===== config.mk =====
export PLATFORM = sky130hd
export DESIGN_NAME = spi_regfile_rw
export DESIGN_NICKNAME = d
export VERILOG_FILES = /design/src/rtl/spi_regfile_rw_pkg.sv /design/src/rtl/spi_sync_edge.sv /design/src/rtl/spi_regfile_rw.sv
export SDC_FILE = /design/constraint.sdc
export NUM_CORES = 1
export LEC_CHECK = 0
export ABC_CLOCK_PERIOD_IN_PS = 2020
export BUFFER_PORTS_ARGS = -buffer_cell sky130_fd_sc_hd__buf_2
export CORE_ASPECT_RATIO = 0.5
export CORE_MARGIN = 2
export CORE_UTILIZATION = 30
export CTS_BUF_LIST = sky130_fd_sc_hd__clkbuf_4
export CTS_CLUSTER_DIAMETER = 120
export DETAILED_ROUTE_END_ITERATION = 7
export SLEW_MARGIN = 10
export SYNTH_ARGS = -nofsm -noshare
export SYNTH_HDL_FRONTEND = slang
export SYNTH_SLANG_ARGS = --single-unit

===== constraint.sdc =====
create_clock -name clk -period 2.02 [get_ports clk]
set_input_delay 0 -clock clk [delete_from_list [all_inputs] [get_ports clk]]
set_output_delay 0 -clock clk [all_outputs]
set_load 0.1 [all_outputs]

===== src/rtl/spi_regfile_rw_pkg.sv =====
// ============================================================================
// Module  : spi_regfile_rw_pkg
// Brief   : Shared frame-direction codes and FSM state encodings for spi_regfile_rw
// Revision: 1.0
// ============================================================================
`default_nettype none

package spi_regfile_rw_pkg;

    localparam logic SPI_WRITE = 1'b1;
    localparam logic SPI_READ  = 1'b0;

    typedef enum logic [2:0] {
        S_IDLE   = 3'd0,
        S_ADDR   = 3'd1,
        S_DATA   = 3'd2,
        S_DONE   = 3'd3,
        S_COMMIT = 3'd4
    } state_e;

endpackage

`default_nettype wire


===== src/rtl/spi_sync_edge.sv =====
// ============================================================================
// Module  : spi_sync_edge
// Brief   : Multi-stage synchroniser with rise/fall decode on the last two stages
// Revision: 1.0
// ============================================================================
`default_nettype none

module spi_sync_edge #(
    parameter int   STAGES    = 2,
    parameter logic RESET_VAL = 1'b0
) (
    input  logic clk,
    input  logic rst_n,
    input  logic din,
    output logic lvl,
    output logic rise,
    output logic fall
);

    logic [STAGES-1:0] sync_q;
    logic [STAGES-1:0] sync_d;

    always_comb begin
        sync_d = {sync_q[STAGES-2:0], din};
    end

    always_ff @(posedge clk or negedge rst_n) begin
        if (!rst_n) begin
            sync_q <= {STAGES{RESET_VAL}};
        end else begin
            sync_q <= sync_d;
        end
    end

    // Stage STAGES-2 holds the newer sample, STAGES-1 the older one.
    assign lvl  = sync_q[STAGES-1];
    assign rise = sync_q[STAGES-2] & ~sync_q[STAGES-1];
    assign fall = ~sync_q[STAGES-2] & sync_q[STAGES-1];

endmodule

`default_nettype wire


===== src/rtl/spi_regfile_rw.sv =====
// ============================================================================
// Module  : spi_regfile_rw
// Brief   : SPI mode-0 peripheral with read/write register bank, write strobes, frame errors
// Revision: 1.0
// ============================================================================
`default_nettype none

module spi_regfile_rw
    import spi_regfile_rw_pkg::*;
#(
    parameter int ADDR_W      = 7,
    parameter int DATA_W      = 8,
    parameter int NUM_REGS    = 5,
    parameter int SYNC_STAGES = 2
) (
    input  logic                         clk,
    input  logic                         rst_n,
    input  logic                         nCS,
    input  logic                         SCLK,
    input  logic                         COPI,
    output logic                         CIPO,
    output logic                         cipo_oe,
    output logic [NUM_REGS*DATA_W-1:0]   regs_out,
    output logic [NUM_REGS-1:0]          wr_strobe,
    output logic                         frame_err
);

    localparam int FRAME_W = 1 + ADDR_W + DATA_W;
    localparam int CNT_W   = $clog2(FRAME_W + 2);
    localparam logic [CNT_W-1:0] CNT_ADDR_END = CNT_W'(1 + ADDR_W);
    localparam logic [CNT_W-1:0] CNT_FULL     = CNT_W'(FRAME_W);
    localparam logic [CNT_W-1:0] CNT_OVER     = CNT_W'(FRAME_W + 1);

    logic ncs_lvl, ncs_rise, ncs_fall;
    logic sclk_lvl, sclk_rise, sclk_fall;
    logic copi_lvl, copi_rise, copi_fall;

    spi_sync_edge #(.STAGES(SYNC_STAGES), .RESET_VAL(1'b1)) u_ncs_sync (
        .clk(clk), .rst_n(rst_n), .din(nCS), .lvl(ncs_lvl), .rise(ncs_rise), .fall(ncs_fall)
    );
    spi_sync_edge #(.STAGES(SYNC_STAGES), .RESET_VAL(1'b0)) u_sclk_sync (
        .clk(clk), .rst_n(rst_n), .din(SCLK), .lvl(sclk_lvl), .rise(sclk_rise), .fall(sclk_fall)
    );
    spi_sync_edge #(.STAGES(SYNC_STAGES), .RESET_VAL(1'b0)) u_copi_sync (
        .clk(clk), .rst_n(rst_n), .din(COPI), .lvl(copi_lvl), .rise(copi_rise), .fall(copi_fall)
    );

    state_e                  state_q, state_d;
    logic [CNT_W-1:0]        cnt_q, cnt_d, cnt_inc;
    logic [FRAME_W-1:0]      rx_q, rx_d, rx_shift;
    logic [DATA_W-1:0]       tx_q, tx_d, rd_word;
    logic                    rw_q, rw_d;
    logic [ADDR_W-1:0]       addr_q, addr_d;
    logic                    load_q, load_d;
    logic                    pend_q, pend_d;
    logic                    armed_q, armed_d;
    logic [SYNC_STAGES-1:0]  fill_q, fill_d;
    logic                    cipo_q, cipo_d;
    logic                    oe_q, oe_d;
    logic [NUM_REGS-1:0]     strobe_q, strobe_d;
    logic                    err_q, err_d;

    logic unused_sig;
    assign unused_sig = ^{sclk_lvl, copi_rise, copi_fall, rx_q[FRAME_W-1]};

    always_comb begin
        state_d  = state_q;
        cnt_d    = cnt_q;
        rx_d     = rx_q;
        tx_d     = tx_q;
        rw_d     = rw_q;
        addr_d   = addr_q;
        load_d   = 1'b0;
        pend_d   = pend_q;
        strobe_d = '0;
        err_d    = 1'b0;
        // A frame may only start once nCS has been seen high after reset.
        fill_d   = {fill_q[SYNC_STAGES-2:0], 1'b1};
        armed_d  = armed_q | (fill_q[SYNC_STAGES-1] & ncs_lvl);
        cnt_inc  = (cnt_q == CNT_OVER) ? cnt_q : cnt_q + CNT_W'(1);
        rx_shift = {rx_q[FRAME_W-2:0], copi_lvl};
        rd_word  = '0;
        for (int i = 0; i < NUM_REGS; i++) begin
            if (addr_q == ADDR_W'(i)) begin
                rd_word = regs_out[i*DATA_W +: DATA_W];
            end
        end

        unique case (state_q)
            S_IDLE: begin
                if (armed_q && (ncs_fall || pend_q)) begin
                    state_d = S_ADDR;
                    cnt_d   = '0;
                    pend_d  = 1'b0;
                end
            end
            S_ADDR: begin
                if (sclk_rise) begin
                    rx_d  = rx_shift;
                    cnt_d = cnt_inc;
                    if (cnt_inc == CNT_ADDR_END) begin
                        state_d = S_DATA;
                        rw_d    = rx_shift[ADDR_W];
                        addr_d  = rx_shift[ADDR_W-1:0];
                        load_d  = (rx_shift[ADDR_W] == SPI_READ);
                    end
                end
            end
            S_DATA: begin
                // The fall right after the last address bit must keep the MSB in place.
                if (load_q) begin
                    tx_d = rd_word;
                end else if (sclk_fall && (cnt_q != CNT_ADDR_END)) begin
                    tx_d = {tx_q[DATA_W-2:0], 1'b0};
                end
                if (sclk_rise) begin
                    rx_d  = rx_shift;
                    cnt_d = cnt_inc;
                    if (cnt_inc == CNT_FULL) begin
                        state_d = S_DONE;
                    end
                end
            end
            S_DONE: begin
                if (sclk_rise) begin
                    cnt_d = CNT_OVER;
                end
            end
            S_COMMIT: begin
                state_d = S_IDLE;
                if (ncs_fall) begin
                    pend_d = 1'b1;
                end
            end
            default: state_d = S_IDLE;
        endcase

        // nCS rise overrides any SCLK edge seen on the same clock.
        if (ncs_rise && (state_q != S_IDLE) && (state_q != S_COMMIT)) begin
            state_d = S_COMMIT;
            cnt_d   = cnt_q;
            rx_d    = rx_q;
            tx_d    = tx_q;
            rw_d    = rw_q;
            addr_d  = addr_q;
            load_d  = 1'b0;
            if (cnt_q == CNT_FULL) begin
                if (rw_q == SPI_WRITE) begin
                    for (int i = 0; i < NUM_REGS; i++) begin
                        strobe_d[i] = (addr_q == ADDR_W'(i));
                    end
                end
            end else begin
                err_d = 1'b1;
            end
        end

        oe_d   = (state_q == S_DATA) && (state_d == S_DATA) && (rw_q == SPI_READ);
        cipo_d = oe_d & tx_d[DATA_W-1];
    end

    always_ff @(posedge clk or negedge rst_n) begin
        if (!rst_n) begin
            state_q  <= S_IDLE;
            cnt_q    <= '0;
            rx_q     <= '0;
            tx_q     <= '0;
            rw_q     <= SPI_READ;
            addr_q   <= '0;
            load_q   <= 1'b0;
            pend_q   <= 1'b0;
            armed_q  <= 1'b0;
            fill_q   <= '0;
            cipo_q   <= 1'b0;
            oe_q     <= 1'b0;
            strobe_q <= '0;
            err_q    <= 1'b0;
        end else begin
            state_q  <= state_d;
            cnt_q    <= cnt_d;
            rx_q     <= rx_d;
            tx_q     <= tx_d;
            rw_q     <= rw_d;
            addr_q   <= addr_d;
            load_q   <= load_d;
            pend_q   <= pend_d;
            armed_q  <= armed_d;
            fill_q   <= fill_d;
            cipo_q   <= cipo_d;
            oe_q     <= oe_d;
            strobe_q <= strobe_d;
            err_q    <= err_d;
        end
    end

    // Strobe is high during COMMIT; the register takes the data at the end of it.
    for (genvar gi = 0; gi < NUM_REGS; gi++) begin : g_regs
        logic [DATA_W-1:0] reg_q, reg_d;
        logic              we;

        assign we = (state_q == S_COMMIT) & strobe_q[gi];

        always_comb begin
            reg_d = reg_q;
            if (we) begin
                reg_d = rx_q[DATA_W-1:0];
            end
        end

        always_ff @(posedge clk or negedge rst_n) begin
            if (!rst_n) begin
                reg_q <= '0;
            end else begin
                reg_q <= reg_d;
            end
        end

        assign regs_out[gi*DATA_W +: DATA_W] = reg_q;
    end

    assign CIPO      = cipo_q;
    assign cipo_oe   = oe_q;
    assign wr_strobe = strobe_q;
    assign frame_err = err_q;

endmodule

`default_nettype wire

==> flow_metrics.env, run 1 <==
export IMPL_setup_violations=0
export IMPL_finalCriticalPeriod_ns=1.97
export IMPL_die_h_um=87.4
export IMPL_synth_flop_cell="dfrtp_1"
export IMPL_gp_congestion=0.823
export IMPL_design_area_um2=5070
export IMPL_max_freq_mhz=508
export IMPL_grt_start_max_net_pins=60
export IMPL_synth_avg_cell_area_um2=12.3
export IMPL_highest_layer="met4"
export IMPL_initial_core_util_pct=30.8
export IMPL_met3_length_um=309
export IMPL_cts_made_buffers=9
export IMPL_power_switching_mw=1.08
export IMPL_synth_async_reset_ratio_pct=100
export IMPL_clkSinkCount=91
export IMPL_drt_wirelength_per_cell_um=15.9
export IMPL_report_final_slew_viol_count=0
export IMPL_clock_latency_ns=0.44
export IMPL_vdd_drop_max_uv=259
export IMPL_nets=425
export IMPL_portBuffers=52
export IMPL_dieArea_um2=14900
export IMPL_fillers=1329
export IMPL_hpwl_mm=6.82
export IMPL_antennaDiodeCount=0
export IMPL_combPwrFrac_pct=13.5
export IMPL_rows=30
export IMPL_m1WireLength_mm=4.57
export IMPL_vias=2896
export IMPL_critPathRequiredTime_ns=2.36
export IMPL_drc=0
export IMPL_syn_inst=340
export IMPL_grt_ovfl_total=0
export IMPL_synthDistinctLibCells=54
export IMPL_drt_first_pass_iters=4
export IMPL_cts_buffer_depth=2
export IMPL_drt_iter0_drc=70
export IMPL_status="finished, final reports clean"
export IMPL_post_route_period_util_pct=97.5
export IMPL_grt_pass1_vias=2898
export IMPL_fin_util_pct=37.4
export IMPL_crit_arrival_ns=2.31
export IMPL_slowest_stage="dfrtp_2"
export IMPL_relSlewSlack_pct=66.3
export IMPL_skew_ns=0.00922
export IMPL_cts_tree="done"
export IMPL_drv_cap=0
export IMPL_wl_met2_mm=4.69
export IMPL_worstPathMaxFanout=8
export IMPL_path_class="flop to flop"
export IMPL_startpoint_type="flop"
export IMPL_fin_setup_tns_ns=0
export IMPL_min_path_type="primary input to async pin"
export IMPL_ys_seq_elements=91
export IMPL_viasPerCell=4.72
export IMPL_dp_cells=592
export IMPL_p_per_area_nw_per_um2=734
export IMPL_syn_to_final_growth_pct=21.4
export IMPL_layoutNonFillerInstCount=613
export IMPL_ys_seq_area_share_pct=54.6
export IMPL_critPathCaptureType="flop"
export IMPL_intPower_mw=2.64
export IMPL_cts_clk_slew_worst_paths_ns=0.14
export IMPL_grt_use_total_pct=13.6
export IMPL_seq_power_share_pct=56.2
export IMPL_pin_count=53
export IMPL_multi_input_area_um2=1840
export IMPL_core_area_um2=13600
export IMPL_swShare_pct=29.0
export IMPL_critical_path_top_delay_family="compound AO/OA/AOI/OAI gates"
export IMPL_grt_setup_unrepaired="yes"
export IMPL_crit_buf_inv=0
export IMPL_drt_wl_total_mm=9.78
export IMPL_antenna_found_initial=0
export IMPL_ant_nets=0
export IMPL_crit_chain="ha_4 > xor2_4 > a211oi_4 > a21boi_4 > nand2_4 > mux2_4"
export IMPL_regArea_um2=2280
export IMPL_hold_ws_ns=0.0277
export IMPL_critPathMaxStageDelay_ns=0.46
export IMPL_synth_edf_count=0
export IMPL_syn_num_nets=349
export IMPL_htreeDepth=3
export IMPL_tightest_slew_ns=0.505
export IMPL_grt_pass1_wl_mm=15.5
export IMPL_final_common_cell="dfrtp_1"
export IMPL_dpl_instance_area_um2=4800
export IMPL_p_clk_share_pct=30.2
export IMPL_layout_drive_gt1_share_pct=37.8
export IMPL_power_leakage_nw=2.49
export IMPL_die_w_um=171
export IMPL_syn_area_um2=4170
export IMPL_cts_root_buf="clkbuf_4"
export IMPL_yosysWarnings=0
export IMPL_hold_viol=0
export IMPL_most_common_layout_cells="dfrtp_1, buf_2, mux2_2"
-- repair_timing --
item,CTS,global route
pin swaps,1,2
hold buffers,4,0
gates cloned,0,0
gates resized for setup,0,12
setup buffers,0,1
hold endpoints to repair,94,0
setup endpoints to repair,8,8
-- per-layer routing --
metal / global-route usage [%] / vias up
met2: 22.4 / 36
met1: 17.5 / 1464
met5: 0 / -
li1: - / 1379
met3: 3.23 / 17
met4: 4.97 / 0
-- state kept, by name, indices dropped and copies added, names as in the netlist --
signal	count
u_copi_sync.sync_q	2
pend_q	1
CIPO	1
fill_q	2
frame_err	1
rx_q	8
u_sclk_sync.sync_q	2
wr_strobe	5
u_ncs_sync.sync_q	2
armed_q	1
cnt_q	5
state_q	3
g_regs.reg_q	40
load_q	1
addr_q	7
tx_q	8
rw_q	1
cipo_oe	1
-- logic make-up (layout without fill, tap and decap cells) --
logic type	count (synthesis)	count (layout)	synth area share (%)
AO/OA/AOI/OAI	66	66	10.2
adder cells (fa/ha/maj)	4	4	1.20
multiplexers	71	71	19.4
other	1	1	0.0899
AND/OR/NAND/NOR	83	83	11.5
flip-flops	91	91	54.6
buffers and inverters	22	103	2.52
XOR/XNOR	2	2	0.420
-- area by class of cell --
| type | count | area share (%) |
|---|---|---|
| Tap cell | 192 | 4.74 |
| Inverter | 6 | 0.445 |
| Sequential cell | 91 | 45.0 |
| Clock buffer | 9 | 1.33 |
| Clock inverter | 7 | 1.80 |
| Timing Repair Buffer | 81 | 10.3 |
| Multi-Input combinational cell | 227 | 36.3 |
-- power groups by stage --
stage | Sequential (mW) | Clock, mW | Combinational [mW]
global route | 2.11 | 1.24 | 0.556
global placement | 2.11 | 0 | 0.450
finish | 2.09 | 1.12 | 0.503
floorplan | 2.07 | 0 | 0.277
detailed placement | 2.11 | 0 | 0.460
CTS | 2.08 | 1.16 | 0.467
-- synth_stat cells, drive strengths merged, types with 4 or more instances --
library cell  instances  area, um^2
nor2                 21        83.8
and3                  8        52.6
ha                    4        50.1
a211oi                9        72.6
dfrtp                89        2230
nor3b                 4        46.3
buf                  11        63.8
mux2i                15         150
nand2                13        56.3
nor2b                 6        37.5
a21oi                23         119
inv                   5        18.8
nand3                 4        20.0
o21ai                15        75.1
mux2                 56         661
nor3                  7        35.0
clkbuf                5        18.8
nand2b                8        50.1
-- path summary, 6_finish.rpt --
check / startpoint / endpoint / slack (ns) / cells after the start
worst max-delay path: cnt_q[1]$_DFFE_PN0P_ / rw_q$_DFFE_PN0P_ / 0.05 / 6
worst min register to register: fill_q[0]$_DFF_PN0_ / fill_q[1]$_DFF_PN0_ / 0.37 / 0
worst min-delay path: rst_n / g_regs[1].reg_q[4]$_DFFE_PN0P_ / 0.03 / 2
min in group clk: nCS / u_ncs_sync.sync_q[0]$_DFF_PN1_ / 0.19 / 2
max in group asynchronous: rst_n / cnt_q[2]$_DFFE_PN0P_ / 1.33 / 3
worst max register to register: cnt_q[1]$_DFFE_PN0P_ / rw_q$_DFFE_PN0P_ / 0.05 / 6
-- per-stage QoR --
stage	setup slack [ns]	power, mW
floorplan	0.0154	2.35
global placement	0.0387	2.56
detailed placement	-0.00436	2.57
CTS	0.00525	3.71
global route	-0.0241	3.91
finish	0.0509	3.72
Power figures use the tool's default switching activity.
==> run 2: changes to the inputs <==
--- a/config.mk
+++ b/config.mk
@@ -10,9 +10,10 @@
 export CORE_ASPECT_RATIO = 0.5
 export CORE_MARGIN = 2
 export CORE_UTILIZATION = 30
-export CTS_BUF_LIST = sky130_fd_sc_hd__clkbuf_4
+export CTS_BUF_LIST = sky130_fd_sc_hd__clkbuf_8
 export CTS_CLUSTER_DIAMETER = 120
 export DETAILED_ROUTE_END_ITERATION = 7
+export RECOVER_POWER = 50
 export SLEW_MARGIN = 10
 export SYNTH_ARGS = -nofsm -noshare
 export SYNTH_HDL_FRONTEND = slang
==> run 2 against run 1 <==
Die area did not move. Worst setup slack improved by 0.015 ns. Critical path type unchanged. Critical path depth did not move. Power rose by 8.3%. Global-route usage rose by 0.24 points. Worst hold slack improved by 0.22 ns. Combinational power fell by 2%. Maximum frequency rose by 0.78%. Via count barely moved. Register-to-register slack improved by 0.02 ns. Clock skew fell by 0.0017 ns. Count of clock-buffer cells in the layout rose by 2.
==> flow_metrics.env, run 2 (synthesized netlist as in run 1, its figures left out) <==
export IMPL_min_path_type="primary input to async pin"
export IMPL_critPathMaxStageDelay_ns=0.45
export IMPL_cts_root_buf="clkbuf_8"
export IMPL_htreeDepth=3
export IMPL_critPathRequiredTime_ns=2.29
export IMPL_final_common_cell="dfrtp_1"
export IMPL_die_w_um=171
export IMPL_hold_viol=0
export IMPL_grt_setup_unrepaired="yes"
export IMPL_grt_pass1_vias=2927
export IMPL_nets=425
export IMPL_regMostFlops="g_regs.reg_q"
export IMPL_cts_buffer_depth=2
export IMPL_drc=0
export IMPL_vdd_drop_max_uv=319
export IMPL_die_h_um=87.4
export IMPL_finalCriticalPeriod_ns=1.95
export IMPL_hpwl_mm=6.82
export IMPL_power_leakage_nw=2.52
export IMPL_drt_first_pass_iters=4
export IMPL_grt_use_total_pct=13.8
export IMPL_rows=30
export IMPL_portBuffers=52
export IMPL_drt_wl_total_mm=9.86
export IMPL_drt_iter0_drc=103
export IMPL_status="finished, final reports clean"
export IMPL_cts_clk_slew_worst_paths_ns=0.09
export IMPL_fin_setup_tns_ns=0
export IMPL_syn_to_final_growth_pct=22.9
export IMPL_gp_congestion=0.823
export IMPL_cts_made_buffers=9
export IMPL_core_area_um2=13600
export IMPL_ant_nets=0
export IMPL_post_route_period_util_pct=96.7
export IMPL_path_class="flop to flop"
export IMPL_setup_violations=0
export IMPL_critPathCaptureType="flop"
export IMPL_crit_buf_inv=0
export IMPL_tightest_slew_ns=0.840
export IMPL_startpoint_type="flop"
export IMPL_clock_latency_ns=0.37
export IMPL_worstPathMaxFanout=8
export IMPL_p_per_area_nw_per_um2=785
export IMPL_layout_drive_gt1_share_pct=38.2
export IMPL_viasPerCell=4.73
export IMPL_slowest_stage="dfrtp_2"
export IMPL_most_common_layout_cells="dfrtp_1, buf_2, mux2_2"
export IMPL_reg_top3="g_regs.reg_q x40, rx_q x8, tx_q x8"
export IMPL_dieArea_um2=14900
export IMPL_pin_count=53
export IMPL_drv_cap=0
export IMPL_drt_wirelength_per_cell_um=16.1
export IMPL_antenna_found_initial=0
export IMPL_grt_start_max_net_pins=60
export IMPL_clkSinkCount=91
export IMPL_report_final_slew_viol_count=0
export IMPL_grt_ovfl_total=0
export IMPL_antennaDiodeCount=0
export IMPL_critical_path_top_delay_family="compound AO/OA/AOI/OAI gates"
export IMPL_largest_reg_flops=40
export IMPL_cts_tree="done"
export IMPL_vias=2898
export IMPL_grt_pass1_wl_mm=15.5
export IMPL_max_freq_mhz=512
export IMPL_total_power_mw=4.02
export IMPL_crit_chain="ha_4 > xor2_4 > a211oi_4 > a21boi_4 > nand2_4 > mux2_4"
export IMPL_relSlewSlack_pct=44.0
export IMPL_skew_ns=0.00754
export IMPL_crit_arrival_ns=2.22
export IMPL_initial_core_util_pct=30.8
-- run 2: area by class of cell --
cell class              instances  area (um^2)
fillers                      1321         8420
flip-flops and latches         91         2280
multi-input cells             227         1830
repair buffers                 81          520
well taps                     192          240
clock buffers                  11          151
clock inverters                 5         83.8
inverters                       6         22.5
-- run 2: repair_timing --
action	CTS	global route
endpoints found under the hold margin	61	0
setup endpoints to repair	8	8
gates cloned	0	0
buffers inserted	0	1
hold buffers	4	0
resized for setup	0	11
pin swaps	1	2
-- run 2: power breakdown --
group,total (mW),internal (mW),switching (mW)
Combinational,0.491,0.218,0.273
Sequential,2.09,1.92,0.174
Clock,1.44,0.769,0.674
Total,4.02,2.90,1.12
-- run 2: worst paths after layout --
kind / startpoint / to / slack [ns] / cells after the start
setup / recovery: cnt_q[1]$_DFFE_PN0P_ / addr_q[0]$_DFFE_PN0P_ / 0.07 / 6
hold reg to reg: fill_q[0]$_DFF_PN0_ / fill_q[1]$_DFF_PN0_ / 0.35 / 0
max in group asynchronous: rst_n / cnt_q[2]$_DFFE_PN0P_ / 0.95 / 3
setup reg to reg: cnt_q[1]$_DFFE_PN0P_ / addr_q[0]$_DFFE_PN0P_ / 0.07 / 6
hold / removal: rst_n / g_regs[2].reg_q[3]$_DFFE_PN0P_ / 0.25 / 2
min in group clk: COPI / u_copi_sync.sync_q[0]$_DFF_PN0_ / 0.27 / 2
-- run 2: per-stage QoR --
stage	util, %	cell area (um^2)	hold WS (ns)	setup WS (ns)	cells
2_1_floorplan	-	4170	-0.296	0.0154	340
3_3_place_gp	35.4	4800	-0.0246	0.0387	592
5_1_grt	37.9	5130	0.264	-0.0209	613
3_5_place_dp	35.4	4800	-0.0245	-0.00436	592
6_report	37.9	5130	0.250	0.0661	613
4_1_cts	37.4	5070	0.108	0.0126	612
-- run 2: layer usage --
layer	routed length (um)	vias to the layer above	track usage, %
met3	373	12	3.95
li1	-	1377	-
met2	4700	40	22.4
met1	4590	1469	17.6
met5	0	-	0
met4	193	0	5.44
==> run 3: changes to the inputs <==
--- a/config.mk
+++ b/config.mk
@@ -6,7 +6,7 @@
 export NUM_CORES = 1
 export LEC_CHECK = 0
 export ABC_CLOCK_PERIOD_IN_PS = 2020
-export BUFFER_PORTS_ARGS = -buffer_cell sky130_fd_sc_hd__buf_2
+export BUFFER_PORTS_ARGS = -buffer_cell sky130_fd_sc_hd__buf_4
 export CORE_ASPECT_RATIO = 0.5
 export CORE_MARGIN = 2
 export CORE_UTILIZATION = 30
@@ -14,6 +14,7 @@
 export CTS_CLUSTER_DIAMETER = 120
 export DETAILED_ROUTE_END_ITERATION = 7
 export RECOVER_POWER = 50
+export SETUP_SLACK_MARGIN = 0.1
 export SLEW_MARGIN = 10
 export SYNTH_ARGS = -nofsm -noshare
 export SYNTH_HDL_FRONTEND = slang
==> run 3 against run 2 <==
Sequential cell count stayed put. Worst setup slack better by 0.021 ns. Worst hold slack better by 0.031 ns. Cell count is 0.49% higher. Sequential power hardly changed. First-iteration DRC count is 2.9% higher. Critical endpoint is now rw_q$_DFFE_PN0P_. Count of clock-buffer cells in the layout is 2 lower. Register-to-register slack better by 0.02 ns. Critical path type unchanged. Via count is 1.9% higher.
==> flow_metrics.env, run 3 (synthesized netlist as in run 1, its figures left out) <==
export IMPL_status="finished, final reports clean"
export IMPL_tightest_slew_ns=1.18
export IMPL_core_area_um2=13600
export IMPL_startpoint_type="flop"
export IMPL_total_power_mw=3.97
export IMPL_cts_made_buffers=9
export IMPL_grt_pass1_vias=2999
export IMPL_layoutNonFillerInstCount=616
export IMPL_cts_tree="done"
export IMPL_cts_clk_slew_worst_paths_ns=0.10
export IMPL_pin_count=53
export IMPL_r2r_end="rw_q$_DFFE_PN0P_"
export IMPL_grt_setup_unrepaired="yes"
export IMPL_crit_arrival_ns=2.18
export IMPL_path_class="flop to flop"
export IMPL_setup_violations=0
export IMPL_portBuffers=52
export IMPL_critPathRequiredTime_ns=2.27
export IMPL_layout_drive_gt1_share_pct=35.1
export IMPL_power_leakage_nw=2.47
export IMPL_critPathCaptureType="flop"
export IMPL_regMostFlops="g_regs.reg_q"
export IMPL_die_h_um=87.4
export IMPL_drt_iter0_drc=106
export IMPL_drt_first_pass_iters=4
export IMPL_antennaDiodeCount=0
export IMPL_post_route_period_util_pct=95.7
export IMPL_hpwl_mm=6.73
export IMPL_timing_rr_start="cnt_q[0]$_DFFE_PN0P_"
export IMPL_grt_pass1_wl_mm=15.8
export IMPL_initial_core_util_pct=30.8
export IMPL_r2r_slack_ns=0.09
export IMPL_antenna_found_initial=0
export IMPL_cts_buffer_depth=2
export IMPL_grt_start_max_net_pins=56
export IMPL_viasPerCell=4.79
export IMPL_drt_wirelength_per_cell_um=15.9
export IMPL_nets=428
export IMPL_worstPathMaxFanout=8
export IMPL_p_per_area_nw_per_um2=760
export IMPL_reg2regPathDepth=6
export IMPL_skew_ns=0.0144
export IMPL_vias=2953
export IMPL_max_freq_mhz=517
export IMPL_drc=0
export IMPL_clock_latency_ns=0.37
export IMPL_htreeDepth=3
export IMPL_drt_wl_total_mm=9.81
export IMPL_die_w_um=171
export IMPL_final_common_cell="dfrtp_1"
export IMPL_drv_cap=0
export IMPL_dieArea_um2=14900
export IMPL_reg_top3="g_regs.reg_q x40, rx_q x8, tx_q x8"
export IMPL_fin_setup_tns_ns=0
export IMPL_vdd_drop_max_uv=395
export IMPL_hold_viol=0
export IMPL_fin_util_pct=38.6
export IMPL_largest_reg_flops=40
export IMPL_gp_congestion=0.812
export IMPL_most_common_layout_cells="dfrtp_1, buf_4, mux2_2"
export IMPL_rows=30
export IMPL_report_final_slew_viol_count=0
export IMPL_dp_cells=590
export IMPL_relSlewSlack_pct=21.9
export IMPL_grt_ovfl_total=0
export IMPL_cts_root_buf="clkbuf_8"
export IMPL_ant_nets=0
export IMPL_syn_to_final_growth_pct=25.2
export IMPL_finalCriticalPeriod_ns=1.93
export IMPL_clkSinkCount=91
export IMPL_grt_use_total_pct=13.9
export IMPL_min_path_type="primary input to async pin"
run 3: cell types whose count changed in the layout (fill, tap and decap cells not counted), moves of 2 or more:
cell and delta:
buf_2 -51, clkinvlp_4 -2, clkbuf_8 -2, clkbuf_1 +15, dfstp_1 +2, clkinv_4 +2
dfstp_2 -2, buf_6 -2, clkbuf_4 +4, buf_4 +36
run 3: layer usage:
metal  GRT usage [%]  vias up  part of all wire (%)
li1                -     1393                     -
met1            17.2     1492                    46
met4            5.13        0                   1.8
met5               0        -                     0
met3            4.00       16                   4.3
met2            23.2       52                    48
run 3: final cells by class:
type	instances	area, um^2
clock buffers	9	124
clock inverters	7	98.8
fillers	1344	8330
inverters	6	22.5
multi-input cells	227	1840
flip-flops and latches	91	2280
well taps	192	240
repair buffers	84	619
run 3: report_power, final:
| group | leakage (nW) | switching [mW] | internal [mW] |
|---|---|---|---|
| sequential | 1.23 | 0.175 | 1.92 |
| clock | 0.116 | 0.659 | 0.705 |
| combinational | 1.13 | 0.285 | 0.230 |
run 3: repair_timing:
action                     CTS  global route
gates resized for setup      4             6
hold buffers                 4             0
buffers inserted             3             3
hold endpoints to repair    39             0
cloned                       0             0
setup endpoints to repair    8            20
pin swaps                    2             3
run 3: worst max path at each step:
stage,startpoint,endpoint,slack [ns],depth (start not counted)
after floorplan,cnt_q[0]$_DFFE_PN0P_,rw_q$_DFFE_PN0P_,0.12,6
after global placement,cnt_q[0]$_DFFE_PN0P_,addr_q[2]$_DFFE_PN0P_,0.06,6
final,cnt_q[0]$_DFFE_PN0P_,rw_q$_DFFE_PN0P_,0.09,6
after detailed placement,cnt_q[0]$_DFFE_PN0P_,addr_q[4]$_DFFE_PN0P_,0.02,6
after CTS,cnt_q[0]$_DFFE_PN0P_,rw_q$_DFFE_PN0P_,0.1,6
after global routing,cnt_q[0]$_DFFE_PN0P_,rw_q$_DFFE_PN0P_,0.01,6
run 3: critical path, stage by stage, from the launching register on:
cell and delay, ns:
dfrtp_2 0.45, ha_4 0.19, xor2_1 0.18, a211oi_2 0.27, a21boi_4 0.25, nand2_4 0.15
mux2_4 0.34
run 3: per-stage QoR:
| stage | hold slack [ns] | area, um^2 | worst slack [ns] |
|---|---|---|---|
| 2_1_floorplan | -0.296 | 4190 | 0.119 |
| 3_3_place_gp | 0.00643 | 4950 | 0.0623 |
| 3_5_place_dp | 0.00490 | 4950 | 0.0155 |
| 4_1_cts | 0.132 | 5250 | 0.0966 |
| 5_1_grt | 0.296 | 5230 | 0.0147 |
| 6_report | 0.281 | 5230 | 0.0874 |
